**src/rtl/alu_pkg.sv**
```systemverilog
// alu_pkg: types and constants shared by the multi-cycle ALU blocks (divider state
// encoding, datapath width, iteration counter width).
package alu_pkg;

    // Default ALU datapath width; the divider's divisor/quotient/remainder width.
    localparam int ALU_W = 16;

    // Counter width needed to count 2*w shift-subtract iterations (0 .. 2*w-1).
    function automatic int div_cnt_w(input int w);
        return (w < 1) ? 1 : $clog2(2 * w);
    endfunction

    localparam int DIV_CNT_W = div_cnt_w(ALU_W);

    typedef enum logic [1:0] {
        IDLE = 2'd0,
        CALC = 2'd1,
        FIX  = 2'd2,
        DONE = 2'd3
    } div_state_t;

endpackage

```
**src/rtl/div_step.sv**
```systemverilog
// div_step: one combinational restoring-division step. Shifts the next dividend
// bit into the partial remainder, subtracts |B| if it fits, and reports the
// resulting quotient bit.
module div_step
    import alu_pkg::*;
#(
    parameter int W = ALU_W
) (
    input  logic [2*W:0]   rem_in,
    input  logic           dividend_bit,
    input  logic [W-1:0]   divisor,
    output logic [2*W:0]   rem_out,
    output logic           q_bit
);

    localparam int RW = 2 * W + 1;

    logic [2*W+1:0] shifted;
    logic [2*W+1:0] div_ext;

    // Shift, compare against |B| and keep the difference only when it is non-negative.
    always_comb begin
        shifted = {rem_in, dividend_bit};
        div_ext = {{(W + 2){1'b0}}, divisor};
        q_bit   = (shifted >= div_ext);
        rem_out = RW'(q_bit ? (shifted - div_ext) : shifted);
    end

endmodule

```
**src/rtl/div_seq.sv**
```systemverilog
// div_seq: sequential signed divider, 2W-bit dividend by W-bit divisor, one
// quotient bit per cycle via restoring shift-subtract on magnitudes, with the
// signs applied afterwards (quotient truncates toward zero, remainder follows A).
// Build option: define DIV_OVF_DETECT_EN to compute the overflow flag; otherwise
// overflow is tied low and Q is always the truncated quotient.
module div_seq
    import alu_pkg::*;
#(
    parameter int W = ALU_W
) (
    input  logic           clk,
    input  logic           rst_n,
    input  logic           start,
    input  logic [2*W-1:0] A,
    input  logic [W-1:0]   B,
    output logic [W-1:0]   Q,
    output logic [W-1:0]   R,
    output logic           busy,
    output logic           done,
    output logic           div_by_zero,
    output logic           overflow
);

    localparam int CNT_W = div_cnt_w(W);
    localparam logic [CNT_W-1:0] LAST_CNT = CNT_W'(2 * W - 1);

    div_state_t state_reg;
    div_state_t state_next;

    // Partial remainder (2W+1 bits) and dividend shift register. The dividend
    // register shifts its MSB into the remainder each step and takes the new
    // quotient bit at its LSB, so after 2W steps it holds |quotient|.
    logic [2*W:0]     rem_reg;
    logic [2*W-1:0]   dvd_reg;
    logic [W-1:0]     b_mag_reg;
    logic             sign_a_reg;
    logic             neg_reg;
    logic             dbz_reg;
    logic [CNT_W-1:0] cnt_reg;

    logic [2*W:0]     step_rem;
    logic             step_q;
    logic [2*W-1:0]   a_mag;
    logic [W-1:0]     b_mag;
    logic             b_zero;
    logic [W-1:0]     q_signed;
    logic [W-1:0]     r_signed;
    logic             ovf;

    div_step #(
        .W (W)
    ) u_step (
        .rem_in       (rem_reg),
        .dividend_bit (dvd_reg[2*W-1]),
        .divisor      (b_mag_reg),
        .rem_out      (step_rem),
        .q_bit        (step_q)
    );

    // Operand magnitudes taken at acceptance.
    always_comb begin
        a_mag  = A[2*W-1] ? (~A + 1'b1) : A;
        b_mag  = B[W-1] ? (~B + 1'b1) : B;
        b_zero = (B == '0);
    end

    // Sign fix-up of the magnitude results; only the low W quotient bits are kept,
    // which is also what an overflowing quotient reports.
    always_comb begin
        q_signed = neg_reg ? (~dvd_reg[W-1:0] + 1'b1) : dvd_reg[W-1:0];
        r_signed = sign_a_reg ? (~rem_reg[W-1:0] + 1'b1) : rem_reg[W-1:0];
    end

`ifdef DIV_OVF_DETECT_EN
    localparam logic [2*W-1:0] POS_MAX = {{(W + 1){1'b0}}, {(W - 1){1'b1}}};
    localparam logic [2*W-1:0] NEG_MAX = {{W{1'b0}}, 1'b1, {(W - 1){1'b0}}};

    // Quotient magnitude must fit the signed W-bit range for the result's sign.
    always_comb begin
        ovf = neg_reg ? (dvd_reg > NEG_MAX) : (dvd_reg > POS_MAX);
    end
`else
    // Overflow detection not built: the truncated quotient is reported silently.
    always_comb begin
        ovf = 1'b0;
    end
`endif

    // State register.
    always_ff @(posedge clk) begin
        if (!rst_n) begin
            state_reg <= IDLE;
        end else begin
            state_reg <= state_next;
        end
    end

    // Next-state and status decode. Divide-by-zero skips CALC and goes through FIX
    // so its fixed result is published one edge after acceptance.
    always_comb begin
        state_next = state_reg;
        busy       = 1'b0;
        done       = 1'b0;
        case (state_reg)
            IDLE: begin
                if (start) begin
                    state_next = b_zero ? FIX : CALC;
                end
            end
            CALC: begin
                busy = 1'b1;
                if (cnt_reg == LAST_CNT) begin
                    state_next = FIX;
                end
            end
            FIX: begin
                busy       = 1'b1;
                state_next = DONE;
            end
            DONE: begin
                done       = 1'b1;
                state_next = IDLE;
            end
            default: begin
                state_next = IDLE;
            end
        endcase
    end

    // Datapath: operand capture, one restoring step per CALC cycle, result registers.
    always_ff @(posedge clk) begin
        if (!rst_n) begin
            rem_reg     <= '0;
            dvd_reg     <= '0;
            b_mag_reg   <= '0;
            sign_a_reg  <= 1'b0;
            neg_reg     <= 1'b0;
            dbz_reg     <= 1'b0;
            cnt_reg     <= '0;
            Q           <= '0;
            R           <= '0;
            div_by_zero <= 1'b0;
            overflow    <= 1'b0;
        end else begin
            case (state_reg)
                IDLE: begin
                    if (start) begin
                        sign_a_reg <= A[2*W-1];
                        neg_reg    <= A[2*W-1] ^ B[W-1];
                        b_mag_reg  <= b_mag;
                        dbz_reg    <= b_zero;
                        // A zero divisor keeps A raw so FIX can return its low half.
                        dvd_reg    <= b_zero ? A : a_mag;
                        rem_reg    <= '0;
                        cnt_reg    <= '0;
                    end
                end
                CALC: begin
                    rem_reg <= step_rem;
                    dvd_reg <= {dvd_reg[2*W-2:0], step_q};
                    cnt_reg <= cnt_reg + 1'b1;
                end
                FIX: begin
                    if (dbz_reg) begin
                        Q           <= '1;
                        R           <= dvd_reg[W-1:0];
                        div_by_zero <= 1'b1;
                        overflow    <= 1'b0;
                    end else begin
                        Q           <= q_signed;
                        R           <= r_signed;
                        div_by_zero <= 1'b0;
                        overflow    <= ovf;
                    end
                end
                default: begin
                end
            endcase
        end
    end

endmodule
```
**config.mk**
```make
export PLATFORM = sky130hd
export DESIGN_NAME = div_seq
export DESIGN_NICKNAME = d
export VERILOG_FILES = /design/src/rtl/alu_pkg.sv /design/src/rtl/div_step.sv /design/src/rtl/div_seq.sv
export SDC_FILE = /design/constraint.sdc
export NUM_CORES = 1
export LEC_CHECK = 0
export CAP_MARGIN = 20
export CORE_MARGIN = 4
export CORE_UTILIZATION = 45
export CTS_CLUSTER_DIAMETER = 40
export CTS_CLUSTER_SIZE = 25
export DETAILED_ROUTE_END_ITERATION = 7
export GPL_TIMING_DRIVEN = 0
export PLACE_DENSITY = 0.66
export SYNTH_ARGS = -nofsm -noshare
export SYNTH_HDL_FRONTEND = slang
export SYNTH_SLANG_ARGS = --single-unit
export TNS_END_PERCENT = 20
```
**constraint.sdc**
```tcl
create_clock -name clk -period 7.3 [get_ports clk]
set_clock_uncertainty 0.2 [all_clocks]
set_input_delay 0.73 -clock clk [delete_from_list [all_inputs] [get_ports clk]]
set_output_delay 0.73 -clock clk [all_outputs]
set_load 0.005 [all_outputs]
```
==> results of run 1 <==
through the flow:
| step | total power, W | util, % | setup WS, ns | hold slack (ns) |
|---|---|---|---|---|
| floorplan | 0.00262 | - | 4.16 | 0.226 |
| global placement | 0.00320 | 52.3 | 3.25 | 0.242 |
| detailed placement | 0.00322 | 52.4 | 3.44 | 0.253 |
| CTS | 0.00409 | 55.9 | 3.88 | 0.265 |
| global route | 0.00440 | 55.9 | 3.71 | 0.311 |
| finish | 0.00409 | 55.9 | 3.86 | 0.270 |
path summary, 6_finish.rpt:
kind,start,end,slack [ns],depth (start not counted)
max,B[6],dvd_reg[23],3.86,10
min,rem_reg[32],rem_reg[32],0.27,2
max reg2reg,rem_reg[3],rem_reg[19],4.03,9
min reg2reg,rem_reg[32],rem_reg[32],0.27,2
tightest hold or removal path, cell delays in order, from the launching register on:
cell and delay, ns:
dfxtp_1 0.33, nand2_1 0.05, o21ai_0 0.06
layout make-up:
| class | instances | area (sq um) |
|---|---|---|
| clock buffers | 21 | 460 |
| well taps | 225 | 282 |
| clock inverters | 11 | 141 |
| inverters | 36 | 135 |
| fillers | 1658 | 7640 |
| multi-input cells | 775 | 5030 |
| repair buffers | 84 | 836 |
| flip-flops and latches | 124 | 2480 |
| plain buffers | 67 | 292 |
metal layers:
layer	up-vias	global-route usage, %	wire length [microns]
li1	3753	-	-
met1	3358	31.4	10600
met2	210	33.9	9390
met3	31	4.68	1140
met4	0	6.22	373
met5	-	0	0
power breakdown:
group          switching (W)  leakage [nW]  internal, W  total, W
Sequential          0.000167          1.01     0.000850   0.00102
Combinational        0.00127          2.65     0.000952   0.00222
Clock               0.000305         0.289     0.000553  0.000858
Total                0.00174          3.95      0.00235   0.00409
logic make-up (layout without fill, tap and decap cells):
family                   after synthesis  count (layout)
adder cells (fa/ha/maj)               27              27
buffers and inverters                103             219
AND/OR/NAND/NOR                      358             358
flip-flops                           124             124
AO/OA/AOI/OAI                        260             260
other                                  1               1
XOR/XNOR                              99              99
multiplexers                          30              30
placed cells by master, fill, tap and decap left out, types with 26 or more instances in the layout:
cell             count
mux2i_1             30
nor2_1              39
nor2b_1             26
inv_1               36
clkbuf_1            55
ha_1                26
a21oi_1             33
dfxtp_1            124
xnor2_1             41
xor2_1              58
o21ai_0            102
nand3_1             34
clkdlybuf4s50_1     83
nand2_1            166
==> impl_metrics.ini, run 1 <==
[timing]
final-setup-viol-count = 0
rsz0062_at_grt = no
fmax_mhz = 291
slew_headroom_pct = 44.9
min_period_ns = 3.44
setup-tns-final_ns = 0
tightestPinTransition_ns = 0.814
slew_viol_final = 0
min_period_over_period_pct = 47.1
hold_viol = 0

[clocking]
cts_tree = yes
clk_latency_ns = 0.42
htree_levels = 4
cts.path.max_buffers = 2
path_clk_slew_ns = 0.06
numClockSinks = 124
holdBufCountCts = 0
postCtsSetupBuffers = 0
post_cts_resized = 0
root_buffer = clkbuf_16
cts_buffers = 17

[route]
vias_per_cell = 5.47
first_pass_iters = 7
drc = 0
drt_wl_total_microns = 21500
drt_iter0_drc = 492
num_vias = 7352
ant_nets = 0
wl_per_cell_microns = 16.0

[place]
hpwlAfterDp_microns = 16700
dp.cells = 1311
placed_area_sq_um = 9060
io_buffers = 83
gp_congestion = 0.880

[finish]
finalNonFillerCells = 1343
drive_above_1_share_pct = 6.35
largest_reg_flops = 33
n_antenna_cell = 0
synthToLayoutAreaGrowth_pct = 21.6
finalInstanceArea_sq_um = 9660
nets = 1183

[grt]
track_usage_pct = 22.1
grt_start_max_net_pins = 17
grt_pass1_wl_microns = 35800
grt_pass1_vias = 6918
antenna_found_initial = 0
overflow = 0

[die]
fp.dieW_microns = 141
io-pin-count = 87
die_y_microns = 141
initial_core_util_pct = 45.9
core_sq_um = 17300
die-area_sq_um = 19800
num_rows = 48

[synth]
syn_inst = 1002
synth_top_area_share_pct = 31.3
synth_top_family_by_area = compound AO/OA/AOI/OAI gates
synth_fp_nets = 1080
yosysMostFrequentCell = nand2_1
ys.flop_type = dfxtp_1
yosys.area_share.simple_pct = 22.0
yosysTopAreaCell = dfxtp_1
synthTopCellsByCount = 166 x nand2_1, 124 x dfxtp_1, 102 x o21ai_0
synth-compound-area-share_pct = 22.3
yosysSeqAreaShare_pct = 31.3
ys_ff_latch = 124
synth_area_leaders = dfxtp_1 31%, nand2_1 7.8%, o21ai_0 6.4%
syn_avg_cell_area_sq_um = 7.93
syn-cell-area_sq_um = 7940
synthArstFlopShare_pct = 0
synthAdderAreaFrac_pct = 4.35
synthMuxAreaShare_pct = 3.78
synth-xor-area-share_pct = 10.9
synth_enable_flop_cells = 0
yosysWarnings = 0
synth.distinct_cells = 68

[critical_path]
slowest_delay_ns = 0.58
worstPathMaxFanout = 10
start_kind = input port
crit_slowest_cell = or4_1
cp_top_family = simple AND/OR/NAND/NOR gates
path_common_cell = buf_6
crit_buf_inv = 3
crit_required_ns = 7.38
crit_path_end_kind = flip-flop
critPathKind = in -> reg
crit_arrival_ns = 3.52
path_cells = clkdlybuf4s50_1 -> or4_1 -> or4_4 -> or3_4 -> and2_4 -> buf_6 -> buf_6 -> o41ai_1 -> xor2_1 -> o21ai_0

[hold_path]
hp-class = reg -> reg

[run]
maxCapViolCount = 0

[pwr]
leakagePower_nw = 3.95
powerDensity_nw_per_um2 = 424
vdd_drop_max_v = 0.000225

[outcome]
status = completed
(Power assumes the default switching activity.)
==> inputs of run 2 (changes only) <==
--- a/config.mk
+++ b/config.mk
@@ -12,7 +12,7 @@
 export CTS_CLUSTER_SIZE = 25
 export DETAILED_ROUTE_END_ITERATION = 7
 export GPL_TIMING_DRIVEN = 0
-export PLACE_DENSITY = 0.66
+export PLACE_DENSITY = 0.69
 export SYNTH_ARGS = -nofsm -noshare
 export SYNTH_HDL_FRONTEND = slang
 export SYNTH_SLANG_ARGS = --single-unit
==> constraint.sdc (replaced) <==
create_clock -name clk -period 2.9 [get_ports clk]
set_clock_uncertainty 0.2 [all_clocks]
set_input_delay 0.29 -clock clk [delete_from_list [all_inputs] [get_ports clk]]
set_output_delay 0.29 -clock clk [all_outputs]
set_load 0.005 [all_outputs]
==> run 2 against run 1 <==
  * Die area is the same
  * Power grew to 2.7 times the previous value
  * Sequential share of layout area shrank 0.60 points
  * Via count grew 2.0%
  * Non-clock buffer count grew 9
==> impl_metrics.ini, run 2 (synthesized netlist as in run 1, its figures left out) <==
[outcome]
status = completed

[clocking]
path_clk_slew_ns = 0.05
cts_tree = yes
cts_buffers = 17
cts.path.max_buffers = 2
clk_latency_ns = 0.42
root_buffer = clkbuf_16
numClockSinks = 124
htree_levels = 4

[route]
ant_nets = 0
drt_iter0_drc = 520
num_vias = 7496
vias_per_cell = 5.55
first_pass_iters = 6
drc = 0
wl_per_cell_microns = 16.3
drt_wl_total_microns = 22000

[timing]
final-setup-viol-count = 0
hold_viol = 0
slew_viol_final = 0
whs_ns = 0.127
slew_headroom_pct = 45.7
fmax_mhz = 346
tightestPinTransition_ns = 0.814
rsz0062_at_grt = yes
setup-tns-final_ns = 0
min_period_over_period_pct = 99.8
min_period_ns = 2.89

[die]
fp.dieW_microns = 141
die_y_microns = 141
initial_core_util_pct = 45.9
core_sq_um = 17300
die-area_sq_um = 19800
num_rows = 48
io-pin-count = 87

[critical_path]
crit_required_ns = 3.00
start_kind = flip-flop
critPathKind = reg -> reg
slowest_delay_ns = 0.58
r2r_cells = 9
crit_path_end_kind = flip-flop
worstPathMaxFanout = 8
crit_arrival_ns = 2.99
crit_slowest_cell = or4_4
cp_top_family = simple AND/OR/NAND/NOR gates
path_cells = or4_4 -> nor4_4 -> a211oi_2 -> o211a_1 -> buf_6 -> a2111oi_4 -> nand4_1 -> xor2_1 -> o21ai_1
crit_cells = 9
crit_buf_inv = 1

[finish]
nets = 1192
n_antenna_cell = 0
largest_reg_flops = 33
final_cell_mix = 166 x nand2_1, 113 x dfxtp_1, 99 x o21ai_0, 79 x clkdlybuf4s50_1, 58 x xor2_1
synthToLayoutAreaGrowth_pct = 25.6
drive_above_1_share_pct = 11.8
final_common_cell = nand2_1

[pwr]
leakagePower_nw = 4.07
vdd_drop_max_v = 0.000619
powerDensity_nw_per_um2 = 1090

[grt]
track_usage_pct = 21.9
antenna_found_initial = 0
grt_pass1_vias = 7001
overflow = 0
grt_start_max_net_pins = 17
grt_pass1_wl_microns = 35700

[hold_path]
holdPathStages = 4
hp-class = in -> reg

[place]
hpwlAfterDp_microns = 16600
io_buffers = 83
gp_congestion = 0.868

[run]
maxCapViolCount = 0
==> run 2: worst reg2reg max path: stages (launching register included) <==
cell and delay (ns):
dfxtp_4 0.36, or4_4 0.58, nor4_4 0.31, a211oi_2 0.10, o211a_1 0.24, buf_6 0.14, a2111oi_4 0.41, nand4_1 0.17
xor2_1 0.19, o21ai_1 0.07
==> run 2: area by class of cell <==
cell class | count | area (sq um)
buffer | 63 | 277
clock buffer | 21 | 480
clock inverter | 10 | 114
fill | 1617 | 7320
inverter | 36 | 135
multi-input combinational | 775 | 5250
sequential | 124 | 2500
tap | 225 | 282
timing repair buffer | 97 | 936
==> run 2: path summary, 6_finish.rpt <==
path / from / end / slack, ns
worst max register to register: rem_reg[17] / rem_reg[29] / 0.007
worst max-delay path: rem_reg[17] / rem_reg[29] / 0.007
worst min register to register: rem_reg[32] / rem_reg[32] / 0.27
worst min-delay path: B[3] / b_mag_reg[3] / 0.13
==> run 2: layer usage <==
layer	track usage, %	vias up	routed length [microns]
met3	4.21	19	1260
met1	31.1	3485	10600
met2	34.2	222	9840
met5	0	-	0
met4	5.71	0	232
li1	-	3770	-
==> run 2: through the flow <==
step                      cells  utilization (%)  area, sq um  power, W  worst slack, ns
final                      1351             57.7         9970    0.0109          0.00686
after global routing       1351             57.7         9970    0.0116          -0.0904
after CTS                  1344             56.6         9790    0.0105          0.00309
after detailed placement   1311             52.4         9060    0.0114           -0.535
after global placement     1310             52.3         9050   0.00827           -0.727
after floorplan            1002                -         7940   0.00660            0.117
==> run 2: timing repair <==
item	CTS	global route
buffers inserted	5	8
endpoints found under the setup margin	47	53
pin swaps	6	16
hold buffers	0	0
gates resized for setup	20	49
==> run 2: power breakdown <==
part,internal [W],total [W],switching [W]
combinational,0.00283,0.00621,0.00338
sequential,0.00215,0.00257,0.000426
clock,0.00135,0.00213,0.000787
